===== config.mk =====
export PLATFORM = sky130hd
export DESIGN_NAME = r2_otf_conv
export DESIGN_NICKNAME = d
export VERILOG_FILES = /design/src/rtl/r2p_pkg.sv /design/src/rtl/r2_otf_step.sv /design/src/rtl/r2_otf_conv.sv
export SDC_FILE = /design/constraint.sdc
export NUM_CORES = 1
export LEC_CHECK = 0
export ABC_AREA = 1
export ABC_CLOCK_PERIOD_IN_PS = 1500
export CAP_MARGIN = 20
export CORE_ASPECT_RATIO = 0.8
export CORE_MARGIN = 2
export CORE_UTILIZATION = 55
export CTS_BUF_LIST = sky130_fd_sc_hd__clkbuf_8
export DETAILED_ROUTE_END_ITERATION = 10
export GPL_ROUTABILITY_DRIVEN = 0
export GPL_TIMING_DRIVEN = 0
export PLACE_DENSITY = 0.77
export SLEW_MARGIN = 20
export SYNTH_ARGS = -nofsm -noshare
export SYNTH_HDL_FRONTEND = slang
export SYNTH_SLANG_ARGS = --single-unit

===== constraint.sdc =====
create_clock -name clk -period 1.5 [get_ports clk]
set_input_delay 0.3 -clock clk [delete_from_list [all_inputs] [get_ports clk]]
set_output_delay 0.3 -clock clk [all_outputs]
set_load 0.005 [all_outputs]

===== src/rtl/r2p_pkg.sv =====
// Shared encodings for the radix-2 on-the-fly converter: MSDF digit codes and FSM states.
package r2p_pkg;

    typedef logic [1:0] digit_t;

    localparam digit_t DIG_ZERO = 2'b00;
    localparam digit_t DIG_POS  = 2'b01;
    localparam digit_t DIG_NEG  = 2'b11;
    localparam digit_t DIG_INV  = 2'b10;

    typedef enum logic [1:0] {
        ST_IDLE = 2'b00,
        ST_ACC  = 2'b01,
        ST_DONE = 2'b10
    } state_e;

endpackage


===== src/rtl/r2_otf_step.sv =====
// One-digit on-the-fly conversion step: next Q/QM from current Q/QM and a signed digit.
// Purely combinational; no handshake of its own.
module r2_otf_step
    import r2p_pkg::*;
#(
    parameter int WIDTH = 8
) (
    input  logic [WIDTH:0] q_i,
    input  logic [WIDTH:0] qm_i,
    input  digit_t         digit_i,
    output logic [WIDTH:0] q_o,
    output logic [WIDTH:0] qm_o
);

    // QM always tracks Q-1, so a negative digit never needs a borrow chain.
    always_comb begin
        q_o  = {q_i[WIDTH-1:0], 1'b0};
        qm_o = {qm_i[WIDTH-1:0], 1'b1};
        case (digit_i)
            DIG_POS: begin
                q_o  = {q_i[WIDTH-1:0], 1'b1};
                qm_o = {q_i[WIDTH-1:0], 1'b0};
            end
            DIG_NEG: begin
                q_o  = {qm_i[WIDTH-1:0], 1'b1};
                qm_o = {qm_i[WIDTH-1:0], 1'b0};
            end
            default: ;
        endcase
    end

endmodule


===== src/rtl/r2_otf_conv.sv =====
// MSDF radix-2 signed-digit to two's-complement converter; word valid 1 cycle after last digit,
// in_ready low while a word is held unaccepted. Sticky invalid-digit flag under R2P_OTF_ERR_EN.
module r2_otf_conv
    import r2p_pkg::*;
#(
    parameter int WIDTH = 8
) (
    input  logic           clk,
    input  logic           rst,
    input  logic           in_valid,
    output logic           in_ready,
    input  logic [1:0]     in_digit,
    output logic           out_valid,
    input  logic           out_ready,
    output logic [WIDTH:0] out_data,
    output logic           err
);

    localparam int CW = $clog2(WIDTH + 1);

    state_e         state_q, state_d;
    logic [CW-1:0]  cnt_q, cnt_d, cnt_src;
    logic [WIDTH:0] q_q, q_d, qm_q, qm_d;
    logic [WIDTH:0] q_src, qm_src, q_step, qm_step;
    logic           accept;

    assign in_ready  = (state_q != ST_DONE);
    assign out_valid = (state_q == ST_DONE);
    assign out_data  = q_q;
    assign accept    = in_valid && in_ready;

    // The first digit of a word starts from Q=0/QM=-1 regardless of leftovers from the previous word.
    assign q_src   = (state_q == ST_IDLE) ? '0 : q_q;
    assign qm_src  = (state_q == ST_IDLE) ? '1 : qm_q;
    assign cnt_src = (state_q == ST_IDLE) ? '0 : cnt_q;

    r2_otf_step #(.WIDTH(WIDTH)) u_step (
        .q_i     (q_src),
        .qm_i    (qm_src),
        .digit_i (digit_t'(in_digit)),
        .q_o     (q_step),
        .qm_o    (qm_step)
    );

    always_comb begin
        state_d = state_q;
        cnt_d   = cnt_q;
        q_d     = q_q;
        qm_d    = qm_q;
        case (state_q)
            ST_IDLE, ST_ACC: begin
                if (accept) begin
                    q_d   = q_step;
                    qm_d  = qm_step;
                    cnt_d = cnt_src + CW'(1);
                    state_d = (cnt_src == CW'(WIDTH - 1)) ? ST_DONE : ST_ACC;
                end
            end
            ST_DONE: begin
                if (out_ready) begin
                    state_d = ST_IDLE;
                    cnt_d   = '0;
                end
            end
            default: begin
                state_d = ST_IDLE;
                cnt_d   = '0;
            end
        endcase
    end

    always_ff @(posedge clk) begin
        if (rst) begin
            state_q <= ST_IDLE;
            cnt_q   <= '0;
            q_q     <= '0;
            qm_q    <= '1;
        end else begin
            state_q <= state_d;
            cnt_q   <= cnt_d;
            q_q     <= q_d;
            qm_q    <= qm_d;
        end
    end

`ifdef R2P_OTF_ERR_EN
    logic err_q;

    always_ff @(posedge clk) begin
        if (rst) begin
            err_q <= 1'b0;
        end else if (accept && (digit_t'(in_digit) == DIG_INV)) begin
            err_q <= 1'b1;
        end
    end

    assign err = err_q;
`else
    assign err = 1'b0;
`endif

endmodule


-- Word-level counts from Yosys, hierarchy flattened
Index checks and enable logic that the tools add are counted.
- register bits after elaboration: 23
- input bits: 6
- output and inout bits: 12
- logic and storage cells: 30
- add/subtract/negate cells: 1
- equality and inequality tests: 8
- mux-type cells: 12
- reductions and logical operators: 5
- operator list (cell ; count):
    $pmux 9 s2 ; 1
    $mux 8 ; 2
    $pmux 8 s2 ; 1
    $mux 4 ; 3
    $pmux 4 s2 ; 1
    $mux 2 ; 3
    $add 4x1->4 const B ; 1
    $eq 2x1->1 const B ; 2
    $eq 2x2->1 const B ; 2
    $eq 4x3->1 const B ; 1
    $ne 2x2->1 const B ; 2
    $pmux 2 s2 ; 1
    $reduce_and 2->1 ; 2
    $logic_not 2->1 ; 1
    $ne 2x1->1 const B ; 1
    $reduce_or 2->1 ; 1
    $logic_and 1x1->1 ; 1

-- Depth between registers and ports, before layout
Gate-level depths: netlist of run 1.
- word-level depth: 6
- mapped depth: 8
- mapped depth without buffers: 8

-- Cells and area by module
Synthesis of run 1 repeated with hierarchy kept, for this count alone.
- cell total of the unflattened synthesis: 204
- area total of the unflattened synthesis: 1347.5 um2
- by module, submodules not included (module ; instances ; cells each ; area each (um2) ; seq. area each (um2)):
    r2_otf_conv ; 1 ; 148 ; 1073.5 ; 480.5
    r2_otf_step ; 1 ; 56 ; 274.0 ; 0.0

-- Least setup slack after synthesis of run 1
OpenSTA, ideal clock, no wires.
- kind: reg-to-reg
- start point: reg state_q[1]
- end point: reg cnt_q[3]
- setup time: 117 ps
- arrival: 962 ps
- required time: 1383 ps
- setup slack: 421 ps
- stages on the path, launching flop included: 9
- buffers on the path: 1
- clock period less this slack: 1079 ps
- cells stage by stage: dfxtp_1 -> inv_2 -> nand2_4 -> buf_6 -> nand4_2 -> nand2_1 -> nand2_1 -> nor2_1 -> nor2_1
- word-level cells in the longest chain between the ends: 5
- elaborated cells on any way between the ends: 13
- classes of those cells: 1 x add/sub; 5 x eq/ne; 3 x mux; 4 x reduce/logical
- RTL lines (item ; line ; text):
    start: declaration ; r2_otf_conv.sv:21 ; state_e state_q, state_d;
    start signal: assignment ; r2_otf_conv.sv:79 ; state_q <= state_d;
    $logic_not 2->1 ; r2_otf_conv.sv:35, r2_otf_conv.sv:50 ;
    $mux 4 ; r2_otf_conv.sv:35 ; assign cnt_src = (state_q == ST_IDLE) ? '0 : cnt_q;
    $add 4x1->4 ; r2_otf_conv.sv:55 ; cnt_d = cnt_src + CW'(1);
    $mux 4 ; r2_otf_conv.sv:52 ; if (accept) begin
    $pmux 4 s2 ; r2_otf_conv.sv:50 ; case (state_q)
    end signal: assignment ; r2_otf_conv.sv:80 ; cnt_q <= cnt_d;
    end: declaration ; r2_otf_conv.sv:22 ; logic [CW-1:0] cnt_q, cnt_d, cnt_src;
Parallel ways exist; a longest one is shown, timed or not. The select of a mux whose other input is x is not followed.
A chain may end at the register's enable or synchronous reset.

-- Final worst setup path of run 1
- start point: reg q_q[2] (netlist: out_data[2])
- end point: out out_data[2]
- RTL lines (item ; line ; text):
    start: declaration ; r2_otf_conv.sv:23 ; logic [WIDTH:0] q_q, q_d, qm_q, qm_d;
    start signal: assignment ; r2_otf_conv.sv:81 ; q_q <= q_d;
    end: declaration ; r2_otf_conv.sv:15 ; output logic [WIDTH:0] out_data,
No word-level cell between the ends.

==> run summary, run 1 <==
fin crit share - 97.4%
Cell variety after synth - 23
R2R setup slack - 250 ps
initial antenna violation count - 0
Setup WS pre-CTS - -245 ps
Die W - 56.3 µm
CTS Buf Count - 3
register area share after synthesis - 38.3%
Synth Cell Area - 0.00120 mm²
Worst Hold Depth - 2
Avg WL per Cell - 11.4 µm
die area - 0.00258 mm²
Synth-to-Final Area Change - 22.7%
top cell type's share of synthesized area - 38.3%
setup ws final - 39.1 ps
Antenna diodes - 0
Iter 0 DRT Violations - 45
hpwl dp - 1.92 mm
Worst Path Required - 1200 ps
via/cell ratio - 5.11
Cell Area, Placed - 0.00140 mm²
status - finished clean
boundary pin count - 18
clk sinks - 23
Root Buffer - clkbuf_8
final hold viol count - 0
layout cells sized above 1 - 15.0%
Arr. time, crit path - 1160 ps
RR Endpoint - cnt_q[3]$_SDFFE_PP0P_
Fill cells - 192
Via Count - 1186
total track usage - 21.6%
HP Start - qm_q[4]$_SDFFE_PP1P_
Clock Latency Late Sink - 270 ps
Post-CTS Hold Buffers - 0
CP endpoint kind - primary output
Crit-path slowest cell - clkdlybuf4s50_1
largest net degree at the start of global routing - 13
Avg Synthesized Cell Area - 6.54 µm²
grt ovf - 0
power per cell area - 864 mW/mm²
Hold Path Sink - qm_q[4]$_SDFFE_PP1P_
Total Nets Final - 214
first-pass GRT wire length - 4.24 mm
IO Port Bufs - 16
cells on worst reg2reg path - 9
area occupied by multi-input gates - 584 µm²
worst vdd ir - 808 µV
max cap viols - 0
register area - 467 µm²
Startpoint Class - flop
CP max stage delay - 520 ps
Die H - 45.8 µm
buffers and inverters on the worst path - 1
CTS tree - done
shortest period the worst path allows - 1460 ps
post-synth net total - 190
final instance area - 0.00148 mm²
fin cells - 232
LEAKAGE - 0.736 nW
Max Slew Vio Count - 0
warning count from the yosys run - 0
DRC errors left - 0
critical path peak fanout - 3
clk_skew - 1.67 ps
Cell Rows - 15
buffers from clock root to sink, at most - 2
CP top delay family - buffers and inverters
Clock Pin Slew Worst Setup and Hold Paths - 80 ps
total wire length - 2.64 mm
vias in the first global route - 964
CP cell instances - clkdlybuf4s50_1
Initial Utilization - 56.8%
Reg-to-Reg Start - state_q[1]$_SDFFE_PP0P_
Synth Register Bits - 23
top post-synthesis cells by area - dfxtp_1 (38%), nand2_1 (14%), a21oi_1 (7.9%)
Worst Path Class, Setup - reg -> out
fmax - 0.685 GHz
Mapped Cells - 184
Post-DRT Antenna Nets - 0
DR pass1 iterations - 4
final hold slack - 475 ps
cell taking the most area after synthesis - dfxtp_1
htree depth - 1
Setup Viol. Count Final - 0
dpl cells - 225
worst min-delay path category - reg -> reg
area of the core - 0.00212 mm²
==> what timing repair did <==
| item | CTS | global route |
|---|---|---|
| resized for setup | 7 | 3 |
| setup buffers | 2 | 1 |
| pin swaps | 1 | 1 |
| endpoints found under the setup margin | 2 | 8 |
==> worst max-delay path by stage <==
stage / from / end / slack [ps] / cells after the start
6_report: out_data[2]$_SDFFE_PP0P_ / out_data[2] / 40 / 1
3_3_place_gp: in_valid / qm_q[4]$_SDFFE_PP1P_ / -210 / 8
4_1_cts: out_data[1]$_SDFFE_PP0P_ / out_data[1] / 20 / 1
2_1_floorplan: state_q[1]$_SDFFE_PP0P_ / cnt_q[3]$_SDFFE_PP0P_ / 420 / 8
3_5_place_dp: in_valid / qm_q[4]$_SDFFE_PP1P_ / -250 / 8
5_1_grt: in_digit[1] / out_data[8]$_SDFFE_PP0P_ / -30 / 8
==> synth_stat cells (all sizes together) <==
master and n:
a21oi 19, buf 10, conb 1, dfxtp 23, inv 27, nand2 48, nand3 8, nand4 2
nor2 21, nor3 1, o211ai 2, o21ai 21, o21bai 1
==> cells by family (layout without fill, tap and decap cells) <==
kind of cell,count (synthesis),after routing,synth area share (%)
buffers and inverters,37,60,13.8
other,1,1,0.312
AND/OR/NAND/NOR,80,80,29.1
AO/OA/AOI/OAI,43,43,18.5
flip-flops,23,23,38.3
==> per-layer routing <==
metal  routed length (µm)  share of wire (%)  global-route usage, %
met3                  168                6.4                   6.53
met4                   42                1.6                   7.14
met2                 1120                 43                   34.4
met1                 1300                 49                   28.3
met5                    0                  0                      0
==> worst min-delay path: stages (launching register included) <==
cell	delay (ps)
dfxtp_1	330
a21oi_1	60
nand2_1	50
==> state kept, by name, indices dropped and copies added (netlist names) <==
name      count
out_data      9
state_q       2
cnt_q         4
qm_q          8
==> final cells by class <==
| cell class | count | share of cell area, % |
|---|---|---|
| Inverter | 27 | 7.03 |
| Tap cell | 25 | 2.12 |
| Timing Repair Buffer | 19 | 12.2 |
| Multi-Input combinational cell | 124 | 39.6 |
| Clock inverter | 1 | 0.254 |
| Sequential cell | 23 | 31.6 |
| Buffer | 10 | 4.41 |
| Clock buffer | 3 | 2.80 |
==> cells in the final DEF (no fill, tap or decap) <==
master            n
a21oi_1          19
buf_2             7
buf_4             4
buf_6             2
clkbuf_8          3
clkdlybuf4s50_1  14
conb_1            1
dfxtp_1          20
dfxtp_2           2
dfxtp_4           1
dlygate4sd2_1     2
inv_1            24
inv_2             3
inv_4             1
nand2_1          45
nand2_2           2
nand2_4           1
nand3_1           7
nand3_2           1
nand4_1           1
nand4_2           1
nor2_1           18
nor2_2            1
nor2_4            2
nor3_1            1
o211ai_1          2
o21ai_0           5
o21ai_1          16
o21bai_1          1
==> per-stage QoR <==
stage	total power [mW]	util [%]	setup TNS [ps]
2_1_floorplan	0.817	-	0
3_3_place_gp	0.894	65.8	-3020
3_5_place_dp	0.898	65.8	-3410
4_1_cts	1.28	69.1	0
5_1_grt	1.33	69.6	-30.6
6_report	1.28	69.6	0
==> where the power goes <==
| part | internal, mW | switching, mW | total [mW] |
|---|---|---|---|
| Sequential | 0.646 | 0.0262 | 0.672 |
| Clock | 0.183 | 0.204 | 0.388 |
| Combinational | 0.100 | 0.115 | 0.216 |
| Total | 0.930 | 0.346 | 1.28 |
No activity file was read; power rests on OpenSTA's default activity.
==> run 2: changes to the inputs <==
Settings changed: CORE_ASPECT_RATIO 0.8 to 1.2.
==> run summary, run 2 (synthesis gave the netlist of run 1 again) <==
routing usage on met1 - 31.1%
setup_tns - 0 ps
via/cell ratio - 5.12
shortest period the worst path allows - 1460 ps
power per cell area - 844 mW/mm²
setup ws final - 43.4 ps
most common cell after layout, fill and taps aside - nand2_1
htree depth - 1
NetSw - 0.342 mW
buffers from clock root to sink, at most - 2
Fill cells - 198
Cell Rows - 18
initial antenna violation count - 0
clk_skew - 4.95 ps
Post-DRT Antenna Nets - 0
fmax - 0.687 GHz
Max Slew Vio Count - 0
vias in the first global route - 1117
Worst Path Required - 1200 ps
max reg flops - 9
register area - 468 µm²
Root Buffer - clkbuf_8
CTS Buf Count - 3
total wire length - 2.86 mm
buffers and inverters on the worst path - 1
worst vdd ir - 814 µV
CP cell instances - clkdlybuf4s50_1
Crit-path slowest cell - clkdlybuf4s50_1
Setup WS pre-CTS - -225 ps
layout cells sized above 1 - 17.1%
Antenna diodes - 0
Design Power - 1.28 mW
fin crit share - 97.1%
Arr. time, crit path - 1160 ps
Total Nets Final - 217
clk sinks - 23
final hold slack - 470 ps
status - finished clean
Avg WL per Cell - 11.9 µm
IO Port Bufs - 16
Post-CTS Hold Buffers - 0
Via Count - 1229
Die H - 55.2 µm
CP max stage delay - 520 ps
unrepaired setup endpoints after global routing - false
final hold viol count - 0
LEAKAGE - 0.753 nW
clock share of power - 29.5%
global route hottest layer - met2
Gate power share - 17.9%
sequential power share - 52.5%
Iter 0 DRT Violations - 36
Worst Path Class, Setup - reg -> out
CP top delay family - buffers and inverters
post-layout util - 73.0%
total track usage - 23.6%
hpwl dp - 1.97 mm
largest net degree at the start of global routing - 13
critical path peak fanout - 3
most frequent cells in the layout - nand2_1 (45), inv_1 (24), dfxtp_1 (19), nor2_1 (18), a21oi_1 (18)
DRC errors left - 0
CP endpoint kind - primary output
worst min-delay path category - reg -> reg
Synth-to-Final Area Change - 25.7%
Cell Int Power - 0.936 mW
Sw Share - 26.7%
Clock Pin Slew Worst Setup and Hold Paths - 80 ps
max cap viols - 0
grt ovf - 0
Clock Latency Late Sink - 260 ps
Die W - 46.7 µm
Setup Viol. Count Final - 0
area occupied by multi-input gates - 588 µm²
DR pass1 iterations - 4
Startpoint Class - flop
area of the core - 0.00207 mm²
M3 GR Usage - 3.92%
Initial Utilization - 58.1%
met2 GRT Util - 36.7%
boundary pin count - 18
first-pass GRT wire length - 4.55 mm
die area - 0.00258 mm²
CTS tree - done
==> run 2: cell type report <==
class                   count  area share [%]
inverters                  27            6.87
flip-flops and latches     23            30.9
clock inverters             1           0.248
well taps                  30            2.48
plain buffers              10            4.47
clock buffers               3            2.73
multi-input cells         124            38.9
repair buffers             22            13.4
==> run 2: worst min-delay path, stage by stage, from the launching register on <==
cell and delay (ps):
dfxtp_1 330, a21oi_1 60, nand2_1 50
==> run 2: per-stage QoR <==
step | instance area (µm²) | instances
after floorplan | 1200 | 184
after global placement | 1400 | 230
after detailed placement | 1400 | 230
after CTS | 1460 | 235
after global routing | 1510 | 240
final | 1510 | 240
==> run 2: repair_timing <==
| action | 4_1_cts | 5_1_grt |
|---|---|---|
| pin swaps | 0 | 1 |
| setup buffers | 1 | 5 |
| setup endpoints to repair | 2 | 15 |
| resized for setup | 7 | 5 |
==> run 2: power groups by stage <==
stage / logic [mW] / clock network [mW] / registers, mW
finish: 0.229 / 0.377 / 0.671
global route: 0.258 / 0.405 / 0.676
CTS: 0.215 / 0.387 / 0.670
detailed placement: 0.214 / 0 / 0.685
global placement: 0.210 / 0 / 0.684
floorplan: 0.135 / 0 / 0.682
==> run 2: worst paths after layout <==
path                                                from                   end  slack, ps  cells past startpoint
worst max-delay path            out_data[5]$_SDFFE_PP0P_           out_data[5]         40                      1
worst min-delay path                qm_q[7]$_SDFFE_PP1P_  qm_q[7]$_SDFFE_PP1P_        470                      2
worst max register to register   state_q[1]$_SDFFE_PP0P_  qm_q[2]$_SDFFE_PP1P_        270                      7
worst min register to register      qm_q[7]$_SDFFE_PP1P_  qm_q[7]$_SDFFE_PP1P_        470                      2
==> run 2: metal layers <==
metal	wire length, µm	vias up
li1	-	629
met1	1270	559
met5	0	-
met4	64	0
met3	109	8
met2	1420	33
==> run 3: changes to the inputs <==
Settings changed: ABC_CLOCK_PERIOD_IN_PS 1500 to 1400.
Clock period 1.5 ns to 1.4 ns, I/O delays scaled along.
==> run summary, run 3 (synthesis gave the netlist of run 1 again) <==
via/cell ratio - 5.17
Synth-to-Final Area Change - 27.4%
buffers from clock root to sink, at most - 2
Gate power share - 17.8%
Reg-to-Reg Start - state_q[1]$_SDFFE_PP0P_
layout cells sized above 1 - 19.2%
Arr. time, crit path - 1100 ps
critical path peak fanout - 2
crit path from - out_data[0]$_SDFFE_PP0P_
CTS tree - done
Post-CTS Hold Buffers - 0
worst vdd ir - 853 µV
CP max stage delay - 500 ps
Clock Latency Late Sink - 260 ps
clk sinks - 23
R2R setup slack - 140 ps
total wire length - 2.90 mm
NetSw - 0.370 mW
largest net degree at the start of global routing - 13
Antenna diodes - 0
area of the core - 0.00207 mm²
Fill cells - 204
Post-DRT Antenna Nets - 0
total track usage - 24.6%
LEAKAGE - 0.858 nW
post-layout util - 74.0%
Initial Utilization - 58.1%
Max Slew Vio Count - 0
Startpoint Class - flop
power per cell area - 893 mW/mm²
initial antenna violation count - 0
die area - 0.00258 mm²
Clock Pin Slew Worst Setup and Hold Paths - 80 ps
final hold viol count - 0
hpwl dp - 1.97 mm
Iter 0 DRT Violations - 34
vias in the first global route - 1148
Crit-path slowest cell - clkdlybuf4s50_1
fin crit share - 98.8%
Avg WL per Cell - 12.2 µm
most common cell after layout, fill and taps aside - nand2_1
Die W - 46.7 µm
CTS Buf Count - 3
status - finished clean
Critical path destination - out_data[0]
Sw Share - 27.0%
htree depth - 1
sequential power share - 52.5%
Setup WS pre-CTS - -305 ps
RR Endpoint - qm_q[4]$_SDFFE_PP1P_
CP cell instances - clkdlybuf4s50_1
cells on worst reg2reg path - 7
Setup Viol. Count Final - 0
Cell Rows - 18
IO Port Bufs - 16
Die H - 55.2 µm
Total Nets Final - 215
boundary pin count - 18
setup ws final - 16.9 ps
DR pass1 iterations - 4
Worst Path Required - 1120 ps
grt ovf - 0
CP endpoint kind - primary output
Cell Int Power - 1.00 mW
DRC errors left - 0
max reg flops - 9
buffers and inverters on the worst path - 1
clock share of power - 29.7%
first-pass GRT wire length - 4.71 mm
clk_skew - 3.66 ps
shortest period the worst path allows - 1380 ps
WP depth - 1
CP top delay family - buffers and inverters
fmax - 0.723 GHz
Worst Path Class, Setup - reg -> out
Via Count - 1231
max cap viols - 0
Root Buffer - clkbuf_8
unrepaired setup endpoints after global routing - false
most frequent cells in the layout - nand2_1 (45), inv_1 (24), nor2_1 (18), a21oi_1 (18), o21ai_1 (16)
worst min-delay path category - reg -> reg
==> run 3: cell types whose count changed in the layout (fill, tap and decap cells not counted), sizes merged <==
cell           delta
buf               -2
dlymetal6s2s      +7
clkdlybuf4s50     -8
dlygate4sd2       +1
==> run 3: power groups by stage <==
stage                     Combinational, mW  Clock (mW)  Sequential [mW]
after detailed placement              0.230           0            0.734
after CTS                             0.243       0.415            0.719
final                                 0.244       0.406            0.719
after global routing                  0.274       0.438            0.724
after floorplan                       0.144           0            0.731
after global placement                0.225           0            0.733
==> run 3: what timing repair did <==
action                     4_1_cts  5_1_grt
buffers inserted                 5        0
pin swaps                        1        1
resized for setup               17       14
hold endpoints to repair         0        0
setup endpoints to repair       17       22
==> run 3: worst min path at each step <==
| stage | cells past startpoint | end | startpoint |
|---|---|---|---|
| 6_report | 2 | qm_q[7]$_SDFFE_PP1P_ | qm_q[7]$_SDFFE_PP1P_ |
| 5_1_grt | 2 | qm_q[5]$_SDFFE_PP1P_ | qm_q[5]$_SDFFE_PP1P_ |
| 4_1_cts | 2 | qm_q[7]$_SDFFE_PP1P_ | qm_q[7]$_SDFFE_PP1P_ |
| 3_5_place_dp | 2 | qm_q[7]$_SDFFE_PP1P_ | qm_q[7]$_SDFFE_PP1P_ |
| 3_3_place_gp | 2 | qm_q[7]$_SDFFE_PP1P_ | qm_q[7]$_SDFFE_PP1P_ |
| 2_1_floorplan | 2 | qm_q[7]$_SDFFE_PP1P_ | qm_q[7]$_SDFFE_PP1P_ |
==> run 3: area by class of cell <==
type                            instances  area [µm²]  share of cell area, %
Buffer                                  9        65.1                   4.24
Clock buffer                            3        41.3                   2.69
Tap cell                               30        37.5                   2.45
Inverter                               27         106                   6.93
Clock inverter                          1        3.75                  0.245
Timing Repair Buffer                   21         211                   13.8
Multi-Input combinational cell        124         593                   38.7
Sequential cell                        23         475                   31.0
==> run 3: per-layer routing <==
layer	vias up	global-route usage, %	wire [µm]
met3	7	3.59	166
met5	-	0	0
met2	44	39.7	1450
met1	555	31.5	1220
met4	0	10.3	67
li1	625	-	-
==> run 3: metrics by stage <==
stage | setup TNS [ps] | total power [mW] | instances | hold slack [ps] | area (µm²)
after floorplan | 0 | 0.875 | 184 | 435 | 1200
after CTS | 0 | 1.38 | 239 | 470 | 1510
after global routing | 0 | 1.44 | 238 | 491 | 1530
after global placement | -5190 | 0.958 | 230 | 448 | 1400
after detailed placement | -5580 | 0.963 | 230 | 450 | 1400
final | 0 | 1.37 | 238 | 470 | 1530
==> run 3: worst reg2reg max path: stages (launching register included) <==
cell and delay (ps):
dfxtp_4 360, buf_4 140, nor2_4 140, inv_2 70, buf_4 180, a21oi_1 140, o21ai_0 110, nand2_1 60
